--- src/rtl/uart_pkg.sv ---
// rtl/uart_pkg.sv - shared state type, parity constants and frame helper for the UART blocks
package uart_pkg;

   typedef enum logic [2:0] {
      IDLE,
      LOAD,
      START,
      DATA,
      PARITY,
      STOP
   } uart_state_e;

   localparam logic PARITY_SEL_EVEN = 1'b0;
   localparam logic PARITY_SEL_ODD  = 1'b1;

   // Number of bit periods in one frame, start bit through last stop bit.
   function automatic int unsigned frame_bits(input int unsigned data_width,
                                              input int unsigned parity_en,
                                              input int unsigned stop_bits);
      return 1 + data_width + parity_en + stop_bits;
   endfunction

endpackage

--- src/rtl/uart_bit_timer.sv ---
// rtl/uart_bit_timer.sv - baud counter raising bit_end in the last cycle of each bit period
//
// Ports:
//   clk     - system clock, rising edge
//   reset   - synchronous, active-high
//   restart - forces the count back to 0 on the next edge
//   bit_end - high while the count is CLKS_PER_BIT-1
module uart_bit_timer #(
   parameter int CLKS_PER_BIT = 868
) (
   input  logic clk,
   input  logic reset,
   input  logic restart,
   output logic bit_end
);

   localparam int CW = (CLKS_PER_BIT > 1) ? $clog2(CLKS_PER_BIT) : 1;
   localparam logic [CW-1:0] LAST = CW'(CLKS_PER_BIT - 1);

   logic [CW-1:0] cnt_q;
   logic [CW-1:0] cnt_d;

   always_comb begin
      cnt_d = cnt_q + 1'b1;
      if (restart || (cnt_q == LAST)) begin
         cnt_d = '0;
      end
   end

   always_ff @(posedge clk) begin
      if (reset) begin
         cnt_q <= '0;
      end else begin
         cnt_q <= cnt_d;
      end
   end

   assign bit_end = (cnt_q == LAST);

endmodule

--- src/rtl/uart_tx_fifo_reader.sv ---
// rtl/uart_tx_fifo_reader.sv - UART transmitter popping bytes from the TX FIFO
//
// Ports:
//   clk          - system clock, rising edge
//   reset        - synchronous, active-high
//   fifo_empty   - TX FIFO empty flag
//   fifo_rd_data - TX FIFO registered read data, captured during LOAD
//   fifo_rd_en   - one-cycle pop strobe, high only in LOAD
//   tx           - registered serial line, idles high
//   busy         - high from LOAD through the end of the final stop bit
//   tx_done      - one-cycle pulse in the last cycle of the final stop bit
module uart_tx_fifo_reader
   import uart_pkg::*;
#(
   parameter int DATA_WIDTH   = 8,
   parameter int CLKS_PER_BIT = 868,
   parameter int PARITY_EN    = 0,
   parameter int PARITY_ODD   = 0,
   parameter int STOP_BITS    = 1
) (
   input  logic                  clk,
   input  logic                  reset,
   input  logic                  fifo_empty,
   input  logic [DATA_WIDTH-1:0] fifo_rd_data,
   output logic                  fifo_rd_en,
   output logic                  tx,
   output logic                  busy,
   output logic                  tx_done
);

   localparam int IDX_W = (DATA_WIDTH > 1) ? $clog2(DATA_WIDTH) : 1;
   localparam logic [IDX_W-1:0] LAST_IDX  = IDX_W'(DATA_WIDTH - 1);
   localparam logic             LAST_STOP = 1'(STOP_BITS - 1);
   localparam logic parity_sel = (PARITY_ODD != 0) ? PARITY_SEL_ODD : PARITY_SEL_EVEN;

   uart_state_e           state_q, state_d;
   logic [DATA_WIDTH-1:0] shreg_q, shreg_d;
   logic [IDX_W-1:0]      bit_idx_q, bit_idx_d;
   logic                  stop_idx_q, stop_idx_d;
   logic                  tx_q, tx_d;
   logic                  bit_end;

   // Restarting during LOAD makes the START bit begin at count 0.
   uart_bit_timer #(
      .CLKS_PER_BIT(CLKS_PER_BIT)
   ) u_bit_timer (
      .clk    (clk),
      .reset  (reset),
      .restart(state_q == LOAD),
      .bit_end(bit_end)
   );

   always_comb begin
      state_d    = state_q;
      shreg_d    = shreg_q;
      bit_idx_d  = bit_idx_q;
      stop_idx_d = stop_idx_q;
      tx_done    = 1'b0;
      unique case (state_q)
         IDLE: begin
            if (!fifo_empty) state_d = LOAD;
         end
         LOAD: begin
            shreg_d    = fifo_rd_data;
            bit_idx_d  = '0;
            stop_idx_d = 1'b0;
            state_d    = START;
         end
         START: begin
            if (bit_end) state_d = DATA;
         end
         DATA: begin
            if (bit_end) begin
               if (bit_idx_q == LAST_IDX) begin
                  if (PARITY_EN != 0) state_d = PARITY;
                  else                state_d = STOP;
               end else begin
                  bit_idx_d = bit_idx_q + 1'b1;
               end
            end
         end
         PARITY: begin
            if (bit_end) state_d = STOP;
         end
         STOP: begin
            if (bit_end) begin
               if (stop_idx_q == LAST_STOP) begin
                  tx_done = 1'b1;
                  // Chaining straight into LOAD gives exactly one idle-high cycle between frames.
                  if (fifo_empty) state_d = IDLE;
                  else            state_d = LOAD;
               end else begin
                  stop_idx_d = 1'b1;
               end
            end
         end
         default: state_d = IDLE;
      endcase
   end

   // Line level is derived from next-state values so the registered tx lines up with state_q.
   always_comb begin
      tx_d = 1'b1;
      unique case (state_d)
         START:   tx_d = 1'b0;
         DATA:    tx_d = shreg_d[bit_idx_d];
         PARITY:  tx_d = (^shreg_d) ^ parity_sel;
         default: tx_d = 1'b1;
      endcase
   end

   always_ff @(posedge clk) begin
      if (reset) begin
         state_q    <= IDLE;
         shreg_q    <= '0;
         bit_idx_q  <= '0;
         stop_idx_q <= 1'b0;
         tx_q       <= 1'b1;
      end else begin
         state_q    <= state_d;
         shreg_q    <= shreg_d;
         bit_idx_q  <= bit_idx_d;
         stop_idx_q <= stop_idx_d;
         tx_q       <= tx_d;
      end
   end

   assign tx         = tx_q;
   assign busy       = (state_q != IDLE);
   assign fifo_rd_en = (state_q == LOAD);

endmodule

--- config.mk ---
export PLATFORM = sky130hd
export DESIGN_NAME = uart_tx_fifo_reader
export DESIGN_NICKNAME = d
export VERILOG_FILES = /design/src/rtl/uart_pkg.sv /design/src/rtl/uart_bit_timer.sv /design/src/rtl/uart_tx_fifo_reader.sv
export SDC_FILE = /design/constraint.sdc
export NUM_CORES = 1
export LEC_CHECK = 0
export BUFFER_PORTS_ARGS = -buffer_cell sky130_fd_sc_hd__clkbuf_2
export CAP_MARGIN = 20
export CORE_AREA = 2 2 59 61
export DETAILED_ROUTE_END_ITERATION = 8
export DIE_AREA = 0 0 61 63
export GPL_TIMING_DRIVEN = 0
export PLACE_DENSITY_LB_ADDON = 0.08
export SYNTH_ARGS = -nofsm -noshare
export SYNTH_HDL_FRONTEND = slang
export SYNTH_SLANG_ARGS = --single-unit
--- constraint.sdc ---
create_clock -name clk -period 2.7 [get_ports clk]
set_clock_uncertainty 0.2 [all_clocks]
set_input_delay 0.135 -clock clk [delete_from_list [all_inputs] [get_ports clk]]
set_output_delay 0.135 -clock clk [all_outputs]
set_load 0.05 [all_outputs]
==> summary.txt <==
Logic synthesis
  – Most frequent cells after synthesis: dfxtp_1 (26), nand2_1 (25), nor2_1 (22)
  – Net Count, Synth: about 180
  – Yosys warns: 0
  – Main synth FF type: dfxtp_1
  – Top-count cell post-synth: dfxtp_1
  – Flops & latches, synth: 26
  – Synth Area in XOR/XNOR: between 10% and 20%
  – Post-Synthesis Cells: 163
  – Synthesized-area fraction occupied by adder cells: ~1.8%
  – Compound-Gate Fraction of Synth Area: 13.96%
  – Top cell type's share of synthesized area: roughly 38%
  – Syn Area/Cell: between 8 and 9 um2
  – Area leader, netlist: dfxtp_1
  – Post-synthesis simple-gate area fraction: between 20 and 30%
  – Post-synth EDFFs: 0
  – Largest family of logic cells by synthesized area: simple AND/OR/NAND/NOR gates
  – Sequential share of the synthesized area: between 30% and 40%
  – Async SR Flop Fraction: 0%
  – Synth area leaders: dfxtp_1 (38%), xnor2_1 (10%), nand2_1 (6.8%)
  – Synth cell types: 38
  – Mapped Area: between 0.001 and 0.0015 mm2
  – Mux cell area share after synthesis: 0.7299%

Global route
  – Vias in the first global route: roughly 1200
  – Initial antenna violation count: 0
  – Pin count of the biggest net entering global routing: 15
  – GRT Util Overall: 17.21%
  – GRT Residual Overflow: 0
  – First-pass GRT wire length: approximately 5100 um

Route
  – Iteration-0 DRC Markers: just under 50
  – Drt drc: 0
  – Final WL: between 2000 and 3000 um
  – ANT nets after route: 0
  – DR WL/cell: 12.21 um
  – Vias per cell: approximately 5.1
  – Vias: around 1200
  – Drt first pass iters: 5

Setup path
  – Crit Path Class: reg2reg
  – CP max stage delay: 0.38 ns
  – CP Cell Sequence: ha_1, and4bb_2, a41oi_2, a311oi_4, buf_4, or2_1, o2111ai_1, nor4bb_2, o311ai_2
  – Slowest stage cell, crit path: dfxtp_1
  – CP startpoint kind: flip-flop
  – Worst EP arrival: 2.52 ns
  – Crit end category: flip-flop
  – CP required: between 2 and 3 ns
  – CP Max Fanout: 7

Placement
  – Worst slack at placement: -0.06658 ns
  – # port buffers: 14
  – Placed cell count: about 220
  – Detailed placer's ending HPWL: around 2100 um
  – Placer congestion estimate: between 0.7 and 0.8

Floorplanning
  – Row count: 21
  – Die width: 61 um
  – Die area: between 0.003 and 0.004 mm2
  – I/O pin count: 15
  – Core ar.: 0.003232 mm2
  – Die Height: about 63 um
  – Initial core utilization: 42.43%

Hold path
  – Hold Path Class: in2reg

CTS
  – Clk_lat worst skew: 0.31 ns
  – Inserted Clock Buffers: 3
  – Max clock buf depth: 2
  – CTS root buf: clkbuf_4
  – Clock slew at reported path FFs: approximately 0.14 ns
  – Clock sink count: 26
  – CTS tree: built
  – H-Tree Depth: 1

Outcome
  – Status: finished clean

Layout
  – Multi-input combinational cell area: between 800 and 900 um2
  – Ant diodes: 0
  – Layout cell share with drive strength beyond 1: 17.62%
  – Register Area: 521.8 um2
  – Final #Nets: a little over 200
  – Syn-to-layout area delta: 22.45%
  – Fillers: about 320
  – Fin cells: ~240

Power and ir drop
  – Reported leakage power: approximately 0.63 nW
  – Cell Pwr Density: between 400 and 500 mW/mm2
  – Maximum vdd ir drop: around 0.24 mV

STA
  – Min Tclk post-route: between 2 and 2.5 ns
  – Fin. Hold Viols: 0
  – RSZ-0062 raised after global routing: no
  – Least-Margin Pin Slew: 0.5182 ns
  – Setup-failing EPs final: 0
  – Worst setup margin: about 0.21 ns
  – Slew HR: around two thirds
  – Max Slew Vio Count: 0
  – Setup tns final: 0 ns
  – Fmax: approximately 400 MHz
  – Hold slack: 0.09512 ns
  – Tcrit/Tclk final: approximately 92%

Flow run
  – MaxCap Viol Count: 0
==> cell type report <==
class | instances | share of cell area, %
inverters | 5 | 1.118
multi-input cells | 127 | 49.70
clock buffers | 4 | 2.161
plain buffers | 5 | 1.192
repair buffers | 26 | 11.33
flip-flops and latches | 26 | 31.07
well taps | 46 | 3.428
==> power breakdown <==
group	total (W)	leakage [nW]	internal (W)	switching, W
registers	0.000419	0.212	0.000402	0.0000170
logic	0.000177	0.395	0.0000768	0.000100
clock network	0.000194	0.0210	0.0000824	0.000111
total	0.000789	0.628	0.000561	0.000228
==> per-layer routing <==
layer	wire [um]	up-vias	track usage (%)
li1	-	623	-
met1	1430	562	25.58
met2	1344	32	25.94
met3	124	2	2.484
met4	20	0	4.076
met5	0	-	0
==> cells in the final DEF, fill, tap and decap left out, types with 2 or more instances in the layout <==
master          n
nor2_1         22
nand2b_1        2
nand3_1         6
xor2_1          6
and3_1          3
dlygate4sd3_1  11
a21oi_1        11
nand4_1         5
inv_1           4
nor2b_1         2
ha_1            2
clkbuf_4        4
o2111ai_1       2
clkbuf_2       13
nor3b_2         3
o22ai_1         2
xnor2_1        16
dfxtp_1        25
nand2_1        25
o21ai_0         3
clkbuf_1        4
==> through the flow <==
stage / instance area (um2) / util (%) / total power [W]
2_1_floorplan: 1376 / - / 0.0005480
3_5_place_dp: 1504 / 46.54 / 0.0005882
5_1_grt: 1679 / 51.96 / 0.0008387
6_report: 1679 / 51.96 / 0.0007891
4_1_cts: 1658 / 51.30 / 0.0007949
3_3_place_gp: 1504 / 46.54 / 0.0005844
==> cells by family (layout without fill, tap and decap cells) <==
group,Yosys count,after routing
AND/OR/NAND/NOR,77,77
AO/OA/AOI/OAI,25,25
adder cells (fa/ha/maj),2,2
flip-flops,26,26
buffers and inverters,10,40
XOR/XNOR,22,22
multiplexers,1,1
==> state kept, by name, summed over array words and instances, names as in the netlist <==
register,cells
bit_idx_q,3
shreg_q,8
tx,1
u_bit_timer.cnt_q,10
stop_idx_q,1
state_q,3
==> repair_timing <==
item                       CTS  global route
setup endpoints to repair    1             2
pin swaps                    1             1
buffers inserted             1             0
hold endpoints to repair    10             0
gates resized for setup      0             6
hold buffers                11             0
==> worst paths after layout <==
path,startpoint,end,slack [ns],cells past startpoint
worst max-delay path,u_bit_timer.cnt_q[1],tx,0.21,9
worst min-delay path,fifo_empty,state_q[0],0.1,4
worst max register to register,u_bit_timer.cnt_q[1],tx,0.21,9
worst min register to register,u_bit_timer.cnt_q[0],u_bit_timer.cnt_q[0],0.25,1
==> worst max-delay path, delay by kind of cell (launching register included) <==
| family | cells | cell delay, ns |
|---|---|---|
| compound gates | 4 | 0.80 |
| simple gates | 3 | 0.59 |
| flops | 1 | 0.38 |
| fa+ha+maj | 1 | 0.22 |
| buf+inv | 1 | 0.21 |
(Power assumes the default switching activity.)
